$ cat config.mk
export PLATFORM = sky130hd
export DESIGN_NAME = demux_stream_dispatch_flat
export DESIGN_NICKNAME = d
export VERILOG_FILES = /design/src/rtl/demux_stream_dispatch_if.sv /design/src/rtl/demux_stream_dispatch.sv /design/src/flat_wrapper.sv
export SDC_FILE = /design/constraint.sdc
export NUM_CORES = 1
export LEC_CHECK = 0
export ABC_AREA = 1
export BUFFER_PORTS_ARGS = -buffer_cell sky130_fd_sc_hd__buf_4
export CAP_MARGIN = 40
export CORE_ASPECT_RATIO = 1.2
export CORE_MARGIN = 2
export CORE_UTILIZATION = 55
export DETAILED_ROUTE_END_ITERATION = 7
export GPL_ROUTABILITY_DRIVEN = 0
export PLACE_DENSITY = 0.94
export SLEW_MARGIN = 5
export SYNTH_ARGS = -nofsm -noshare
export SYNTH_HDL_FRONTEND = slang
export SYNTH_SLANG_ARGS = --single-unit
$ cat constraint.sdc
create_clock -name clk -period 5.04 [get_ports clk]
set_input_delay 1.008 -clock clk [delete_from_list [all_inputs] [get_ports clk]]
set_output_delay 1.008 -clock clk [all_outputs]
set_load 0.05 [all_outputs]
$ cat src/rtl/demux_stream_dispatch_if.sv
`default_nettype none
// ============================================================================
//  Module      : demux_stream_dispatch_if
//  Description : Upstream handshake and four-channel downstream bus bundle for
//                the stream dispatcher.
//  Revision    : 1.0
// ============================================================================
interface demux_stream_dispatch_if #(
    parameter int WIDTH = 8,
    parameter int CNT_W = 16
);
    logic                 in_valid;
    logic                 in_ready;
    logic [WIDTH-1:0]     d_in;
    logic [1:0]           sel;
    logic                 mode;
    logic [3:0]           y_valid;
    logic [3:0]           y_ready;
    logic [4*WIDTH-1:0]   y_out;
    logic [1:0]           rr_ptr;
    logic [CNT_W-1:0]     acc_cnt;

    modport master (
        output in_valid, d_in, sel, mode, y_ready,
        input  in_ready, y_valid, y_out, rr_ptr, acc_cnt
    );

    modport slave (
        input  in_valid, d_in, sel, mode, y_ready,
        output in_ready, y_valid, y_out, rr_ptr, acc_cnt
    );
endinterface
`default_nettype wire

$ cat src/rtl/demux_stream_dispatch.sv
`default_nettype none
// ============================================================================
//  Module      : demux_stream_dispatch
//  Description : One-to-four stream demux with a one-entry holding register per
//                channel, directed or round-robin targeting, saturating counter.
//  Revision    : 1.0
// ============================================================================
module demux_stream_dispatch #(
    parameter int WIDTH = 8,
    parameter int CNT_W = 16
) (
    input  wire logic              clk,
    input  wire logic              rst,
    demux_stream_dispatch_if.slave bus
);
    localparam int c_NCH = 4;

    logic [WIDTH-1:0] r_data [c_NCH];
    logic [c_NCH-1:0] r_valid;
    logic [1:0]       r_rr_ptr;
    logic [CNT_W-1:0] r_acc_cnt;

    logic [1:0]       w_tgt;
    logic             w_in_ready;
    logic             w_accept;
    logic [c_NCH-1:0] w_load;
    logic [c_NCH-1:0] w_drain;

    assign w_tgt      = bus.mode ? r_rr_ptr : bus.sel;
    assign w_in_ready = ~r_valid[w_tgt] | bus.y_ready[w_tgt];
    assign w_accept   = bus.in_valid & w_in_ready;

    generate
        for (genvar k = 0; k < c_NCH; k++) begin : g_ch
            assign w_load[k]  = w_accept && (w_tgt == 2'(k));
            assign w_drain[k] = r_valid[k] & bus.y_ready[k];
            assign bus.y_out[k*WIDTH +: WIDTH] = r_data[k];
        end
    endgenerate

    // A load wins over a same-edge drain so the channel refills with no bubble.
    always_ff @(posedge clk) begin
        if (rst) begin
            for (int k = 0; k < c_NCH; k++) begin
                r_data[k] <= '0;
            end
            r_valid   <= '0;
            r_rr_ptr  <= 2'd0;
            r_acc_cnt <= '0;
        end else begin
            for (int k = 0; k < c_NCH; k++) begin
                if (w_load[k]) begin
                    r_data[k]  <= bus.d_in;
                    r_valid[k] <= 1'b1;
                end else if (w_drain[k]) begin
                    r_valid[k] <= 1'b0;
                end
            end
            if (w_accept && bus.mode) begin
                r_rr_ptr <= r_rr_ptr + 2'd1;
            end
            if (w_accept && (r_acc_cnt != {CNT_W{1'b1}})) begin
                r_acc_cnt <= r_acc_cnt + CNT_W'(1);
            end
        end
    end

    assign bus.in_ready = w_in_ready;
    assign bus.y_valid  = r_valid;
    assign bus.rr_ptr   = r_rr_ptr;
    assign bus.acc_cnt  = r_acc_cnt;
endmodule
`default_nettype wire

$ cat src/flat_wrapper.sv
// flat-port wrapper written by rule: the top's interface ports become plain ports
module demux_stream_dispatch_flat 
#(
    parameter int WIDTH = 8,
    parameter int CNT_W = 16
)
  (clk, rst, bus_in_valid, bus_d_in, bus_sel, bus_mode, bus_y_ready, bus_in_ready, bus_y_valid, bus_y_out, bus_rr_ptr, bus_acc_cnt);
  demux_stream_dispatch_if #(.WIDTH(WIDTH), .CNT_W(CNT_W)) bus_i ();
  input  wire logic clk;
  input  wire logic rst;
  input wire logic [$bits(bus_i.in_valid)-1:0] bus_in_valid;
  input wire logic [$bits(bus_i.d_in)-1:0] bus_d_in;
  input wire logic [$bits(bus_i.sel)-1:0] bus_sel;
  input wire logic [$bits(bus_i.mode)-1:0] bus_mode;
  input wire logic [$bits(bus_i.y_ready)-1:0] bus_y_ready;
  output wire logic [$bits(bus_i.in_ready)-1:0] bus_in_ready;
  output wire logic [$bits(bus_i.y_valid)-1:0] bus_y_valid;
  output wire logic [$bits(bus_i.y_out)-1:0] bus_y_out;
  output wire logic [$bits(bus_i.rr_ptr)-1:0] bus_rr_ptr;
  output wire logic [$bits(bus_i.acc_cnt)-1:0] bus_acc_cnt;
  assign bus_i.in_valid = bus_in_valid;
  assign bus_i.d_in = bus_d_in;
  assign bus_i.sel = bus_sel;
  assign bus_i.mode = bus_mode;
  assign bus_i.y_ready = bus_y_ready;
  assign bus_in_ready = bus_i.in_ready;
  assign bus_y_valid = bus_i.y_valid;
  assign bus_y_out = bus_i.y_out;
  assign bus_rr_ptr = bus_i.rr_ptr;
  assign bus_acc_cnt = bus_i.acc_cnt;
  demux_stream_dispatch #(.WIDTH(WIDTH), .CNT_W(CNT_W)) u_core (.clk(clk), .rst(rst), .bus(bus_i));
endmodule
# Yosys cells after proc, flatten, opt, wreduce, memory -nomap -nowiden
# Memory sizes are Yosys's and may differ from the RTL's.
# Cells that the tools add are included.
[word_totals]
input_bits = 18
romBits = 0
latch_bits = 0
mem_bits_rw = 32
reg_bits = 22
word_cells = 67
n_memories = 1
[mem_list]
columns = ["name", "words", "word_bits", "rd", "rd_clocked_by_memory_dff", "wr", "line_no", "text"]
rows = [
  ["u_core.r_data", 4, 8, 4, 0, 4, "demux_stream_dispatch.sv:18", "logic [WIDTH-1:0] r_data [c_NCH];"],
]
[classes]
n_shift = 0
add_sub_neg = 2
n_mux = 31
n_mul = 0
order_cmp = 1
n_div = 0
n_bitwise = 11
n_reduce_logical = 11
n_eq_ne = 4
[op_table]
columns = ["operator", "n"]
rows = [
  ["8-bit 2-to-1 mux", 4],
  ["1-bit 2-to-1 mux", 24],
  ["16-bit by 1-bit adder with 16-bit output, second input constant", 1],
  ["16-bit inequality test, second input constant", 1],
  ["2-bit nonzero test", 4],
  ["1-bit logical AND", 6],
  ["1-bit AND", 5],
  ["1-bit bitwise OR", 5],
  ["1-bit binary-select mux with 2-bit select", 2],
  ["2-bit equality test, second input constant", 2],
  ["2-bit by 3-bit < comparator with 1-bit output, second input constant", 1],
  ["2-bit by 1-bit adder with 2-bit output, second input constant", 1],
  ["2-bit by 1-bit equality test with 1-bit output, second input constant", 1],
  ["2-bit zero test", 1],
  ["2-bit 2-to-1 mux", 1],
  ["1-bit inverter", 1],
]

# Depth between registers and ports, before layout
[logic_depth]
word_depth = 11
mapped_depth = 12

# Worst setup path after synthesis
# No wires, ideal clock.
[synth_timing]
kind = "input-to-reg"
start = "input bus_mode"
end = "memory u_core.r_data[0][0] (enable)"
stages = 10
slack_ns = 2.242
t_arrival_ns = 2.414
setup_time_ns = 0.384
cell_sequence = "inv_2 > nand2_1 > nand2_1 > nand3_1 > nand2_1 > nor2_4 > nand2_4 > buf_6 > nand2_1 > o21ai_0"
[synth_rtl]
columns = ["item", "line_no", "text"]
rows = [
  ["start: declaration", "flat_wrapper.sv:14", "input wire logic [$bits(bus_i.mode)-1:0] bus_mode;"],
  ["end: declaration", "demux_stream_dispatch.sv:18", ""],
]

# Worst setup path after layout
[layout_timing]
start = "input bus_mode"
end = "output bus_in_ready"
[layout_via]
elab_chain_len = 5
[layout_lines]
columns = ["item", "line_no", "text"]
rows = [
  ["2-bit 2-to-1 mux (*)", "demux_stream_dispatch.sv:29", "assign w_tgt = bus.mode ? r_rr_ptr : bus.sel;"],
  ["1-bit binary-select mux with 2-bit select", "demux_stream_dispatch.sv:30", "assign w_in_ready = ~r_valid[w_tgt] | bus.y_ready[w_tgt];"],
  ["1-bit 2-to-1 mux (not written as such)", "demux_stream_dispatch.sv:30", ""],
  ["1-bit inverter", "demux_stream_dispatch.sv:30", ""],
  ["1-bit bitwise OR (*)", "demux_stream_dispatch.sv:30", ""],
  ["end: declaration", "flat_wrapper.sv:16", "output wire logic [$bits(bus_i.in_ready)-1:0] bus_in_ready;"],
]
# Every way passes the cells marked *; elsewhere a longest branch is shown, timed or not. The select of a mux whose other input is x is not followed.

==> impl_results.md <==
* Horizontal die dimension at 67.04 µm
* Starting utilization of the core area at 0.5708
* Die ar. at 5339 µm²
* Worst hold slack at 0.4955 ns
* Total count of hold-check failures in the final report at 0
* Classification of the worst setup path: in -> out
* Hold/Removal Path Class: reg -> reg
* Final setup skew at 0.008199 ns
* Element type at the critical path start: input pin
* Buffer and inverter count on the worst path at 3
* Number of maximum-capacitance constraint violations at 0
* Remaining global-route overflow at 0
* Number of placed I/O pins at 73
* Detailed-route DRC error count at 0
* Number of levels in the clock H-tree at 2
* Global-route wire length before repair at 10050 µm
* Clock tree buffer depth at 2
* Multi-input combinational cell area at 1052 µm²
* Number of antenna diodes at 0
* Clk sink count at 54
* Number of enable flip-flop cells after synthesis at 32
* Required time at the endpoint of the critical path at 4.03 ns
* Largest net degree at the start of global routing at 26
* Power density over the cells at 301.8 nW/µm²
* Source-to-sink clock delay at the later pin of the worst-skew pair at 0.31 ns
* Number of global-route vias before repair at 2190
* Number of routed nets with antenna violations at 0
* Final setup violating endpoints at 0
* Post-detailed-routing wire length at 6132 µm
* Area of the mapped netlist at 2623 µm²
* Number of vias after detailed routing at 2360
* Leakage power total at 1.445 nW
* Synth warn at 0
* Critical path arrival at 2.23 ns
* Seq/Total Area, Yosys at 0.5344
* Number of buffers inserted during clock tree synthesis at 5
* Net count reported at finish at 391
* Final Max Slew Viols at 0
* Syn_nets at 318
* Post-detail-place hpwl at 4437 µm
* Fraction of layout cells with a size suffix above 1 at 0.2735
* Synth unique cells at 29
* Placeable core region at 4594 µm²
* FF/Latch Area at 1401 µm²
* Tightest Pin Transition at 0.4209 ns
* Timing-limited maximum frequency at 308.9 MHz
* Drt pass-1 iters at 5
* Worst Reg2Reg Path Length in Cells at 11
* Setup_tns at 0 ns
* Unrepaired setup endpoints after global routing: no
* Quantity of I/O buffers inserted on ports at 72
* Period minus WS final at 3.237 ns
* Antenna violations before repair at 0
* Maximum fanout encountered on the critical timing path at 25
* Cell count after synthesis at 299
* Share of synthesized flip-flops with an asynchronous set or reset at 0
* Clock-pin slew on the worst setup and hold paths at 0.10 ns
* Cell total after placement at 423
* Wire length per cell at 14.23 µm
* Critical Path, Cell by Cell: buf_4 -> inv_2 -> nand2_1 -> nand2_1 -> nand3_1 -> nand2_1 -> nor2_4 -> nand2_4 -> buf_4
* Initial detailed-routing violation count at 223
* Buffers inserted during post-CTS setup optimization at 0
* Seq cells post-synth at 54
* Cell depth of the worst hold path at 2
* Area delta synth->final at 26.43%
* Gr usage total at 0.2450
* CTS Root Cell: sky130_fd_sc_hd__clkbuf_8
* Worst IR Drop VDD at 0.1786 mV
* Gate family responsible for the most delay along the worst path: simple AND/OR/NAND/NOR gates
* Number of inserted filler cells in the final layout at 341
* Cell with the largest stage delay on the worst path: sky130_fd_sc_hd__buf_4
* Clock tree from TritonCTS: built
* Delay of the slowest cell on the worst path at 0.26 ns
* Number of vias per cell at 5.476
* Critical Path Most Common Cell: sky130_fd_sc_hd__nand2_1
* Run status: complete, no violations
* Synth Area per Inst at 8.771 µm²
* Total power draw at 1.001 mW
* Critical path depth at 9
* Category of the worst setup path capture point: primary output
* Number of hold-repair buffers added at the cts stage at 0
* Die boundary height at 79.64 µm
* Number of core rows at 27
* Top flip-flop cell by instance count after synthesis: sky130_fd_sc_hd__edfxtp_1
* Count of placed standard cells in the final layout, fillers left out at 431
* Final period util at 0.6422
* Area leader, netlist: sky130_fd_sc_hd__edfxtp_1
* Max transition margin at 0.7191
* Cell types with the largest area share after synthesis: sky130_fd_sc_hd__edfxtp_1 (37%), sky130_fd_sc_hd__dfxtp_1 (17%), sky130_fd_sc_hd__nand2_1 (10%), sky130_fd_sc_hd__nor2_1 (7.7%), sky130_fd_sc_hd__nand4_1 (5.0%)
* Share of Yosys cell area claimed by the top area cell type at 0.3664
* PostCTS Resize Cnt at 0
registers in the layout (all words and copies together), names as in the netlist:
signal / flops
u_core.r_data: 32
u_core.bus.y_valid: 4
u_core.bus.rr_ptr: 2
u_core.bus.acc_cnt: 16
power breakdown:
group / switching (mW) / internal, mW
Combinational: 0.144 / 0.0525
Clock: 0.152 / 0.151
Sequential: 0.0108 / 0.491
worst min-delay path, cell delays in order (launching register included):
cell                      delay [ns]
sky130_fd_sc_hd__dfxtp_1        0.34
sky130_fd_sc_hd__inv_1          0.05
sky130_fd_sc_hd__o31ai_1        0.07
routing by layer:
layer / wire length (µm) / GRT usage / vias to the layer above
met5: 0 / 0 / -
met4: 110 / 0.07143 / 0
met3: 446 / 0.03949 / 16
met2: 3196 / 0.4356 / 110
met1: 2378 / 0.3007 / 1093
li1: - / - / 1141
path summary, 6_finish.rpt:
kind | start | to | slack, ns
worst max register to register | u_core.bus.rr_ptr[0] | u_core.r_data[3][3] | 2.78
worst min-delay path | u_core.bus.y_valid[1] | u_core.bus.y_valid[1] | 0.50
worst min register to register | u_core.bus.y_valid[1] | u_core.bus.y_valid[1] | 0.50
worst max-delay path | bus_mode | bus_in_ready | 1.80
cells in the mapped netlist, types with 2 or more instances:
library cell	n
sky130_fd_sc_hd__a21oi_1	13
sky130_fd_sc_hd__a21oi_2	2
sky130_fd_sc_hd__buf_1	2
sky130_fd_sc_hd__buf_6	2
sky130_fd_sc_hd__clkbuf_1	5
sky130_fd_sc_hd__dfxtp_1	22
sky130_fd_sc_hd__edfxtp_1	32
sky130_fd_sc_hd__inv_1	29
sky130_fd_sc_hd__nand2_1	70
sky130_fd_sc_hd__nand2_2	3
sky130_fd_sc_hd__nand3_1	8
sky130_fd_sc_hd__nand3_4	2
sky130_fd_sc_hd__nand4_1	21
sky130_fd_sc_hd__nand4_2	3
sky130_fd_sc_hd__nor2_1	54
sky130_fd_sc_hd__nor2_4	3
sky130_fd_sc_hd__o21ai_0	7
sky130_fd_sc_hd__o31ai_1	4
sky130_fd_sc_hd__xnor2_1	3
sky130_fd_sc_hd__xor2_1	5
logic make-up after synthesis:
logic type,count (synthesis),synth area share
compound gates,27,0.05868
flops,54,0.5343
fa+ha+maj,1,0.004770
simple gates,169,0.3111
xor+xnor,8,0.02672
buf+inv,40,0.06441
final cells by class:
cell class | instances | area share
clock buffer | 5 | 0.02075
clock inverter | 3 | 0.01434
inverter | 30 | 0.03396
multi-input combinational | 205 | 0.3174
sequential | 54 | 0.4226
tap | 58 | 0.02189
timing repair buffer | 76 | 0.1691
metrics by stage:
step                instance area (µm²)  setup slack [ns]  utilization
CTS                                3316             1.809       0.7217
detailed placement                 3199             1.846       0.6964
finish                             3316             1.803       0.7217
floorplan                          2623             2.242            -
global route                       3316             1.701       0.7217
global placement                   3179             1.862       0.6920
cells in the final DEF (no fill, tap or decap):
| cell type | count |
|---|---|
| sky130_fd_sc_hd__buf_4 | 72 |
| sky130_fd_sc_hd__nand2_1 | 70 |
| sky130_fd_sc_hd__nor2_1 | 54 |
| sky130_fd_sc_hd__edfxtp_1 | 32 |
| sky130_fd_sc_hd__inv_1 | 29 |
| sky130_fd_sc_hd__dfxtp_1 | 22 |
| sky130_fd_sc_hd__nand4_1 | 21 |
| sky130_fd_sc_hd__a21oi_1 | 13 |
| sky130_fd_sc_hd__nand3_1 | 8 |
| sky130_fd_sc_hd__o21ai_0 | 7 |
| sky130_fd_sc_hd__xor2_1 | 5 |
| sky130_fd_sc_hd__clkbuf_8 | 5 |
| sky130_fd_sc_hd__o31ai_1 | 4 |
| sky130_fd_sc_hd__buf_2 | 4 |
| sky130_fd_sc_hd__nand2_2 | 3 |
| sky130_fd_sc_hd__nor2_4 | 3 |
| sky130_fd_sc_hd__nand4_2 | 3 |
| sky130_fd_sc_hd__xnor2_1 | 3 |
| sky130_fd_sc_hd__nand3_4 | 2 |
| sky130_fd_sc_hd__a21oi_2 | 2 |
| sky130_fd_sc_hd__inv_2 | 1 |
| sky130_fd_sc_hd__nand2_4 | 1 |
| sky130_fd_sc_hd__nand4_4 | 1 |
| sky130_fd_sc_hd__nand3_2 | 1 |
| sky130_fd_sc_hd__nor2_2 | 1 |
| sky130_fd_sc_hd__a31oi_1 | 1 |
| sky130_fd_sc_hd__nor3_1 | 1 |
| sky130_fd_sc_hd__ha_1 | 1 |
| sky130_fd_sc_hd__clkinv_4 | 1 |
| sky130_fd_sc_hd__inv_6 | 1 |
| sky130_fd_sc_hd__bufinv_16 | 1 |
Power figures use the tool's default switching activity.
